`config.mk`:
```
export PLATFORM = sky130hd
export DESIGN_NAME = dffram_mbist
export DESIGN_NICKNAME = d
export VERILOG_FILES = /design/src/rtl/dffram_mbist.sv
export SDC_FILE = /design/constraint.sdc
export NUM_CORES = 1
export LEC_CHECK = 0
export CAP_MARGIN = 10
export CORE_UTILIZATION = 44
export CTS_BUF_LIST = sky130_fd_sc_hd__clkbuf_4 sky130_fd_sc_hd__clkbuf_8 sky130_fd_sc_hd__clkbuf_16
export CTS_CLUSTER_DIAMETER = 60
export CTS_CLUSTER_SIZE = 25
export DETAILED_ROUTE_END_ITERATION = 10
export GPL_TIMING_DRIVEN = 1
export PLACE_DENSITY = 0.89
export SYNTH_ARGS = -nofsm -noshare
export SYNTH_HDL_FRONTEND = slang
export SYNTH_SLANG_ARGS = --single-unit
export TNS_END_PERCENT = 10
```
`constraint.sdc`:
```
create_clock -name CLK -period 5.71 [get_ports CLK]
set_input_delay 0.571 -clock CLK [delete_from_list [all_inputs] [get_ports CLK]]
set_output_delay 0.571 -clock CLK [all_outputs]
set_load 0.005 [all_outputs]
```
`src/rtl/dffram_mbist.sv`:
```
// dffram_mbist
// March C- built-in self-test controller for a single-port DFFRAM macro.
// It passes the system port through to the RAM while idle. On start it takes
// over the port and runs the six March C- elements, checking every read one
// cycle after it is issued. It keeps first-failure diagnostics until the next start.

module dffram_mbist #(
    parameter int unsigned   AW           = 7,
    parameter int unsigned   DW           = 32,
    parameter logic [DW-1:0] PATTERN      = '0,
    parameter bit            STOP_ON_FAIL = 1'b0
) (
    input  logic              CLK,
    input  logic              RST,

    input  logic              start,
    output logic              busy,
    output logic              done,
    output logic              pass,
    output logic [AW-1:0]     fail_addr,
    output logic [2:0]        fail_elem,
    output logic [DW-1:0]     fail_data,

    input  logic [DW/8-1:0]   sys_WE0,
    input  logic              sys_EN0,
    input  logic [AW-1:0]     sys_A0,
    input  logic [DW-1:0]     sys_Di0,
    output logic [DW-1:0]     sys_Do0,

    output logic [DW/8-1:0]   WE0,
    output logic              EN0,
    output logic [AW-1:0]     A0,
    output logic [DW-1:0]     Di0,
    input  logic [DW-1:0]     Do0
);

    typedef enum logic [1:0] {
        S_IDLE  = 2'd0,
        S_RUN   = 2'd1,
        S_DRAIN = 2'd2,
        S_DONE  = 2'd3
    } state_t;

    localparam logic [AW-1:0] ADDR_MAX = '1;
    localparam logic [AW-1:0] ADDR_ONE = {{(AW-1){1'b0}}, 1'b1};
    localparam logic [2:0]    ELEM_LAST = 3'd5;

    state_t state_q, state_d;

    // Sequencing: address within the element, element index 0..5, and which
    // half of a read/write pair is being issued.
    logic [AW-1:0]   addr_q, addr_d;
    logic [2:0]      elem_q, elem_d;
    logic            phase_q, phase_d;

    // Read-check pipeline: describes the read issued in the previous cycle.
    logic            pipeValid_q, pipeValid_d;
    logic [DW-1:0]   pipeExp_q, pipeExp_d;
    logic [AW-1:0]   pipeAddr_q, pipeAddr_d;
    logic [2:0]      pipeElem_q, pipeElem_d;

    // Result and first-failure diagnostics.
    logic            pass_q, pass_d;
    logic [AW-1:0]   failAddr_q, failAddr_d;
    logic [2:0]      failElem_q, failElem_d;
    logic [DW-1:0]   failData_q, failData_d;

    // Decode of the operation selected by the current counters.
    logic            isPair;
    logic            opWrite;
    logic            descending;
    logic            addrEnd;
    logic            opLast;
    logic            lastOp;
    logic [DW-1:0]   wrData;
    logic [DW-1:0]   rdExp;
    logic            mismatch;

    // Port values the BIST drives while it owns the RAM.
    logic            bistOwns;
    logic            bistEn;
    logic [DW/8-1:0] bistWe;
    logic [AW-1:0]   bistA;
    logic [DW-1:0]   bistDi;

    // Decode the current March op.
    // E1..E4 are read/write pairs, E3/E4 walk downwards, and the odd
    // elements write the inverted background.
    always_comb begin
        isPair     = (elem_q >= 3'd1) && (elem_q <= 3'd4);
        opWrite    = (elem_q == 3'd0) || (isPair && phase_q);
        descending = (elem_q == 3'd3) || (elem_q == 3'd4);
        addrEnd    = descending ? (addr_q == '0) : (addr_q == ADDR_MAX);
        opLast     = isPair ? phase_q : 1'b1;
        lastOp     = (elem_q == ELEM_LAST) && addrEnd;
        wrData     = ((elem_q == 3'd1) || (elem_q == 3'd3)) ? ~PATTERN : PATTERN;
        rdExp      = ((elem_q == 3'd2) || (elem_q == 3'd4)) ? ~PATTERN : PATTERN;
        mismatch   = pipeValid_q && (Do0 != pipeExp_q);
    end

    // Next FSM state.
    // A mismatch can end the run early, and DRAIN leaves one cycle for the
    // final read to be checked.
    always_comb begin
        state_d = state_q;
        case (state_q)
            S_IDLE: begin
                if (start) begin
                    state_d = S_RUN;
                end
            end
            S_RUN: begin
                if (STOP_ON_FAIL && mismatch) begin
                    state_d = S_DONE;
                end else if (lastOp) begin
                    state_d = S_DRAIN;
                end
            end
            S_DRAIN: state_d = S_DONE;
            S_DONE:  state_d = S_IDLE;
            default: state_d = S_IDLE;
        endcase
    end

    // Advance the address, element and pair-phase counters.
    // The address wraps only at element boundaries. The next element starts
    // at N-1 when it walks downwards.
    always_comb begin
        addr_d  = addr_q;
        elem_d  = elem_q;
        phase_d = phase_q;
        case (state_q)
            S_IDLE: begin
                if (start) begin
                    addr_d  = '0;
                    elem_d  = 3'd0;
                    phase_d = 1'b0;
                end
            end
            S_RUN: begin
                if (!opLast) begin
                    phase_d = 1'b1;
                end else begin
                    phase_d = 1'b0;
                    if (addrEnd) begin
                        if (elem_q == ELEM_LAST) begin
                            elem_d = 3'd0;
                            addr_d = '0;
                        end else begin
                            elem_d = elem_q + 3'd1;
                            addr_d = ((elem_q == 3'd2) || (elem_q == 3'd3)) ? ADDR_MAX : '0;
                        end
                    end else begin
                        addr_d = descending ? (addr_q - ADDR_ONE) : (addr_q + ADDR_ONE);
                    end
                end
            end
            default: ;
        endcase
    end

    // Record what the read issued this cycle should return next cycle.
    always_comb begin
        pipeValid_d = (state_q == S_RUN) && !opWrite;
        pipeExp_d   = rdExp;
        pipeAddr_d  = addr_q;
        pipeElem_d  = elem_q;
    end

    // Update the pass flag and diagnostics.
    // A start clears them. Only the first mismatch is captured, because
    // pass is still 1 at that point.
    always_comb begin
        pass_d     = pass_q;
        failAddr_d = failAddr_q;
        failElem_d = failElem_q;
        failData_d = failData_q;
        if ((state_q == S_IDLE) && start) begin
            pass_d     = 1'b1;
            failAddr_d = '0;
            failElem_d = 3'd0;
            failData_d = '0;
        end else if (mismatch && pass_q) begin
            pass_d     = 1'b0;
            failAddr_d = pipeAddr_q;
            failElem_d = pipeElem_q;
            failData_d = Do0;
        end
    end

    // Drive the RAM port.
    // The BIST keeps ownership through DRAIN and DONE with the RAM disabled,
    // so system traffic never slips in before the test has fully wound down.
    always_comb begin
        bistOwns = (state_q != S_IDLE);
        bistEn   = (state_q == S_RUN);
        bistWe   = ((state_q == S_RUN) && opWrite) ? '1 : '0;
        bistA    = addr_q;
        bistDi   = ((state_q == S_RUN) && opWrite) ? wrData : '0;
        if (bistOwns) begin
            WE0 = bistWe;
            EN0 = bistEn;
            A0  = bistA;
            Di0 = bistDi;
        end else begin
            WE0 = sys_WE0;
            EN0 = sys_EN0;
            A0  = sys_A0;
            Di0 = sys_Di0;
        end
    end

    // FSM state register.
    always_ff @(posedge CLK or posedge RST) begin
        if (RST) begin
            state_q <= S_IDLE;
        end else begin
            state_q <= state_d;
        end
    end

    // Sequencing counter registers.
    always_ff @(posedge CLK or posedge RST) begin
        if (RST) begin
            addr_q  <= '0;
            elem_q  <= 3'd0;
            phase_q <= 1'b0;
        end else begin
            addr_q  <= addr_d;
            elem_q  <= elem_d;
            phase_q <= phase_d;
        end
    end

    // Read-check pipeline registers.
    always_ff @(posedge CLK or posedge RST) begin
        if (RST) begin
            pipeValid_q <= 1'b0;
            pipeExp_q   <= '0;
            pipeAddr_q  <= '0;
            pipeElem_q  <= 3'd0;
        end else begin
            pipeValid_q <= pipeValid_d;
            pipeExp_q   <= pipeExp_d;
            pipeAddr_q  <= pipeAddr_d;
            pipeElem_q  <= pipeElem_d;
        end
    end

    // Result and diagnostic registers.
    always_ff @(posedge CLK or posedge RST) begin
        if (RST) begin
            pass_q     <= 1'b0;
            failAddr_q <= '0;
            failElem_q <= 3'd0;
            failData_q <= '0;
        end else begin
            pass_q     <= pass_d;
            failAddr_q <= failAddr_d;
            failElem_q <= failElem_d;
            failData_q <= failData_d;
        end
    end

    assign busy      = (state_q == S_RUN) || (state_q == S_DRAIN);
    assign done      = (state_q == S_DONE);
    assign pass      = pass_q;
    assign fail_addr = failAddr_q;
    assign fail_elem = failElem_q;
    assign fail_data = failData_q;
    assign sys_Do0   = Do0;

endmodule

```
-- Word level (Yosys, flattened, before mapping)
Cells that the tools add are included.
- flip-flop bits (word level): 99
- input bits: 79
- output and inout port bits: 121
- word-level logic and storage cells: 92
- $add $sub $neg: 3
- order comparisons: 2
- equality and inequality tests: 14
- mux-type cells: 36
- reductions and logical operators: 25
- operator list (operator ; count):
    two-way mux 32 bit ; 6
    two-way mux 7 bit ; 9
    inequality test 32 bit ; 1
    two-way mux 3 bit ; 6
    one-hot mux 7 bit (2 select lines) ; 1
    logical AND 1 bit ; 8
    two-way mux 4 bit ; 2
    inequality test 2 bit (second input constant) ; 4
    one-hot mux 2 bit (4 select lines) ; 1
    adder 7 x 1 -> 7 bit (second input constant) ; 1
    == test 7 bit (second input constant) ; 1
    logical NOT 7 bit ; 1
    two-way mux 1 bit ; 7
    subtractor 7 x 1 -> 7 bit (second input constant) ; 1
    == test 3 x 2 -> 1 bit (second input constant) ; 2
    == test 3 bit (second input constant) ; 2
    logical OR 1 bit ; 6
    one-hot mux 3 bit (2 select lines) ; 1
    nonzero test 2 bit ; 3
    == test 2 bit (second input constant) ; 2
    two-way mux 2 bit ; 2
    AND reduction 2 bit ; 2
    AND reduction 4 bit ; 1
    adder 3 x 1 -> 3 bit (second input constant) ; 1
    other kinds (9) ; 9

-- Longest topological paths before layout
- depth after elaboration: 7
- mapped depth: 11
- mapped depth without buffers: 10

-- Worst setup path before layout
No wires, ideal clock.
- path type: register -> register
- start: reg elem_q[1]
- end: reg addr_q[6]
- arrival time: 2417 ps
- setup slack: 3172 ps
- stages on the path, launching flop included: 12
- buffers on the path: 1
- path through: dfrtp_1 buf_4 or3b_1 o21ai_2 inv_1 fa_1 nor2b_1 o31ai_1 a211oi_1 a31oi_1 a21o_1 a22o_1
- longest elaborated chain between the ends: 7
- elaborated cells on any way between the ends: 19
- classes of those cells: 2 x order compare; 5 x eq/ne; 8 x mux; 4 x reduce/logical
- ends and longest elaborated chain (what ; RTL line ; text):
    from (decl) ; 53 ; logic [2:0] elem_q, elem_d;
    from (signal assigned) ; 230 ; elem_q <= elem_d;
    == test 3 x 2 -> 1 bit, on equally long branches ; 151, 92 ;
    logical OR 1 bit ; 151 ; addr_d = ((elem_q == 3'd2) || (elem_q == 3'd3)) ? ADDR_MAX : '0;
    two-way mux 7 bit ; 151 ;
    two-way mux 7 bit ; 146 ; if (elem_q == ELEM_LAST) begin
    two-way mux 7 bit ; 145 ; if (addrEnd) begin
    two-way mux 7 bit ; 141 ; if (!opLast) begin
    one-hot mux 7 bit (2 select lines) ; 132 ; case (state_q)
    to (signal assigned) ; 229 ; addr_q <= addr_d;
    to (decl) ; 52 ; logic [AW-1:0] addr_q, addr_d;
Several ways; a longest one is shown, not always the timed one. The select of a mux whose other input is x is not followed.
A chain may end at the register's enable or synchronous reset.

-- Worst setup path in the final report
- start: reg state_q[0]
- end: out Di0[29]
- longest elaborated chain between the ends: 4
- elaborated cells on any way between the ends: 5
- classes of those cells: 1 x eq/ne; 2 x mux; 2 x reduce/logical
- ends and longest elaborated chain (what ; RTL line ; text):
    from (decl) ; 48 ; state_t state_q, state_d;
    from (signal assigned) ; 218 ; state_q <= state_d;
    == test 2 x 1 -> 1 bit ; 199 ; bistDi = ((state_q == S_RUN) && opWrite) ? wrData : '0;
    logical AND 1 bit ; 199 ;
    two-way mux 32 bit ; 199 ;
    two-way mux 32 bit * ; 200 ; if (bistOwns) begin
    to (decl) ; 33 ; output logic [DW-1:0] Di0,
Mark *: on every way between the ends. The rest lies on a longest branch, timed or not.

==> out/summary.txt <==
Hold WC Path Type: register to register
Num CTS Buffers: 9
critical path peak fanout: 51
Clock Root Buffer: clkbuf_8
core area: 8680 sq um
critical path capture point type: primary output
number of hold-repair buffers added at the cts stage: 0
Post-CTS Setup Bufs: 0
y dimension of the die: 96.5 microns
starting density of the core: 45.3%
count of flip-flops with a built-in enable after synthesis: 0
data arrival time of the critical path: 3.31 ns
total length of routed wires: 10800 microns
final hold viol count: 0
top-area cell type share of the netlist area: 43.3%
area of the mapped netlist: 3930 sq um
placer congestion estimate: 0.840
transition time at the pin with the least slew margin: 1.14 ns
final cell utilization of the core: 67.7%
final worst-path cycle share: 68.0%
number of max-slew violations in the final report: 0
mean instance size in the synthesized netlist: 10.1 sq um
flip-flop and latch area: 1700 sq um
fraction of registers with async set or reset after synthesis: 100%
clock sink count: 68
layout cells sized above 1: 7.58%
Clk pin slew, worst setup/hold paths: 0.07 ns
sum of negative setup slack: 0 ns
die outline area: 9320 sq um
syn nets: 480
count of port buffers added during placement: 199
Post-Place Cells: 646
global-route wire length before repair: 16100 microns
top cells by area in the synthesized netlist: dfrtp_1, mux2i_1, a21o_1
upper clock frequency limit: 0.258 GHz
final setup fails: 0
Multi-input gate area: 1800 sq um
via count normalized by instance count: 5.33
static power due to leakage: 0.00303 uW
number of max-cap violations: 0
number of filler cells placed in the layout: 650
DRC Markers: 0
most numerous cell in the Yosys netlist: dfrtp_1
crit path kind: register to primary output
worst max-slew margin expressed relative to the limit: 23.7%
count of antenna diodes in the layout: 0
routed length per placed instance: 16.3 microns
count of placed standard cells in the final layout, fillers left out: 662
tightest hold margin: 0.492 ns
DP Wirelength: 8050 microns
Total Power Consumption: 2570 uW
number of flip-flops and latches in the synthesized netlist: 68
worst-skew pair later-pin latency: 0.35 ns
Rows: 34
die boundary width: 96.5 microns
DRT iter0 DRCs: 97
Max VDD drop: 0.252 mV
Layout Nets: 640
synth cell count leaders: dfrtp_1, nor2_1, mux2i_1, a21o_1, buf_4
CTS tree: built
setup repair after global routing missed its margin: false
maximum number of pins on one net before global-route repair: 69
Critical Path Slowest Stage Cell: clkdlybuf4s50_1
growth of design area from synthesis to finish: 49.3%
I/O pin total: 200
quantity of gates resized following cts: 0
vias after detailed routing: 3528
post-synthesis instance total: 390
post-route minimum period: 3.88 ns
Max H-tree Level: 3
cells along the critical path: inv_1 > ha_2 > nor2_1 > nand2b_1 > nor2_2 > buf_6 > a21o_1 > clkdlybuf4s50_1
Clock Skews: 0.00691 ns
via count of the first global-routing pass: 3365
required time of the critical path: 5.14 ns
most common flop cell mapped by yosys: dfrtp_1
Critical Path Source Type: register
initial antenna violation count: 0
Initial DRT Pass Iterations: 5
Synth warnings: 0
number of different library cells in the post-synthesis netlist: 47
cell area power density: 437 nW/um^2
cell type with the highest aggregate area in the netlist: dfrtp_1
buffers from clock root to sink, at most: 2
share of synthesized area occupied by flip-flops and latches: 43.3%
Total GRT Usage: 23.0%
final antenna-violating net count: 0
global route overflow: 0
run status: finished clean
largest stage delay on the critical path: 0.55 ns
-- worst max-delay path, delay by kind of cell, from the launching register on --
family	cells	cell delay, ns
simple gates	3	1.06
buf+inv	3	0.90
fa+ha+maj	1	0.48
flops	1	0.41
compound gates	1	0.11
-- kinds of logic after synthesis --
family / synth area share (%)
simple gates: 13.4
compound gates: 15.1
flops: 43.3
buf+inv: 11.4
mux: 12.8
fa+ha+maj: 3.69
xor+xnor: 0.446
-- power by group --
part	switching, uW	leakage, uW	internal [uW]	total (uW)
sequential	136	0.000916	660	795
combinational	593	0.00203	839	1430
clock	188	0.0000775	155	343
-- layer usage --
| metal | GRT usage (%) | up-vias | share of wire [%] |
|---|---|---|---|
| met2 | 43.1 | 188 | 52 |
| met1 | 24.2 | 1672 | 37 |
| met4 | 7.84 | 0 | 1.2 |
| li1 | - | 1658 | - |
| met5 | 0 | - | 0 |
| met3 | 7.12 | 10 | 9.9 |
-- layout make-up --
class | count | share of cell area, %
Inverter | 11 | 0.703
Sequential cell | 68 | 29.0
Clock buffer | 9 | 2.11
Clock inverter | 6 | 0.703
Tap cell | 108 | 2.30
Timing Repair Buffer | 202 | 34.6
Multi-Input combinational cell | 258 | 30.6
-- path summary, 6_finish.rpt --
check                      startpoint       endpoint  slack (ns)  cells after the start
max                        state_q[0]        Di0[29]        1.83                      8
min                         addr_q[5]  pipeAddr_q[5]        0.49                      0
max reg2reg                state_q[0]      elem_q[1]        2.34                      7
min reg2reg                 addr_q[5]  pipeAddr_q[5]        0.49                      0
max in group asynchronous         RST  fail_data[11]        4.36                      3
min in group asynchronous         RST  fail_data[10]        0.78                      3
-- cells in the final DEF, fill, tap and decap left out, types with 2 or more instances in the layout --
master / synthesis / final
a211oi_1: 3 / 3
a21o_1: 36 / 36
a21oi_1: 6 / 6
a22o_2: 6 / 6
a31oi_1: 3 / 3
clkbuf_8: 1 / 9
clkdlybuf4s50_1: 0 / 199
clkinv_2: 0 / 2
clkinvlp_4: 0 / 3
dfrtp_1: 68 / 68
ha_1: 10 / 9
inv_1: 11 / 10
mux2_2: 6 / 6
mux2i_1: 42 / 42
nand2_1: 21 / 21
nand2b_1: 2 / 2
nand3_1: 6 / 6
nand4_1: 5 / 5
nor2_1: 55 / 54
nor2b_1: 2 / 2
nor3_1: 7 / 7
nor4_1: 5 / 5
o21a_1: 3 / 3
o21ai_0: 13 / 13
o21ai_2: 2 / 2
or2_2: 2 / 2
or3_1: 2 / 2
or4_1: 3 / 3
-- flip-flops by register name (all words and copies together) (netlist names) --
name         count
state_q          2
pipeExp_q        1
elem_q           3
addr_q           7
pipeElem_q       3
phase_q          1
pass             1
fail_elem        3
pipeValid_q      1
fail_addr        7
pipeAddr_q       7
fail_data       32
-- metrics by stage --
step           area, sq um  setup slack [ns]
2_1_floorplan         3930              3.17
3_3_place_gp          5700              2.05
3_5_place_dp          5700              1.95
4_1_cts               5860              1.57
5_1_grt               5870              1.63
6_report              5870              1.83
Power figures use the tool's default switching activity.
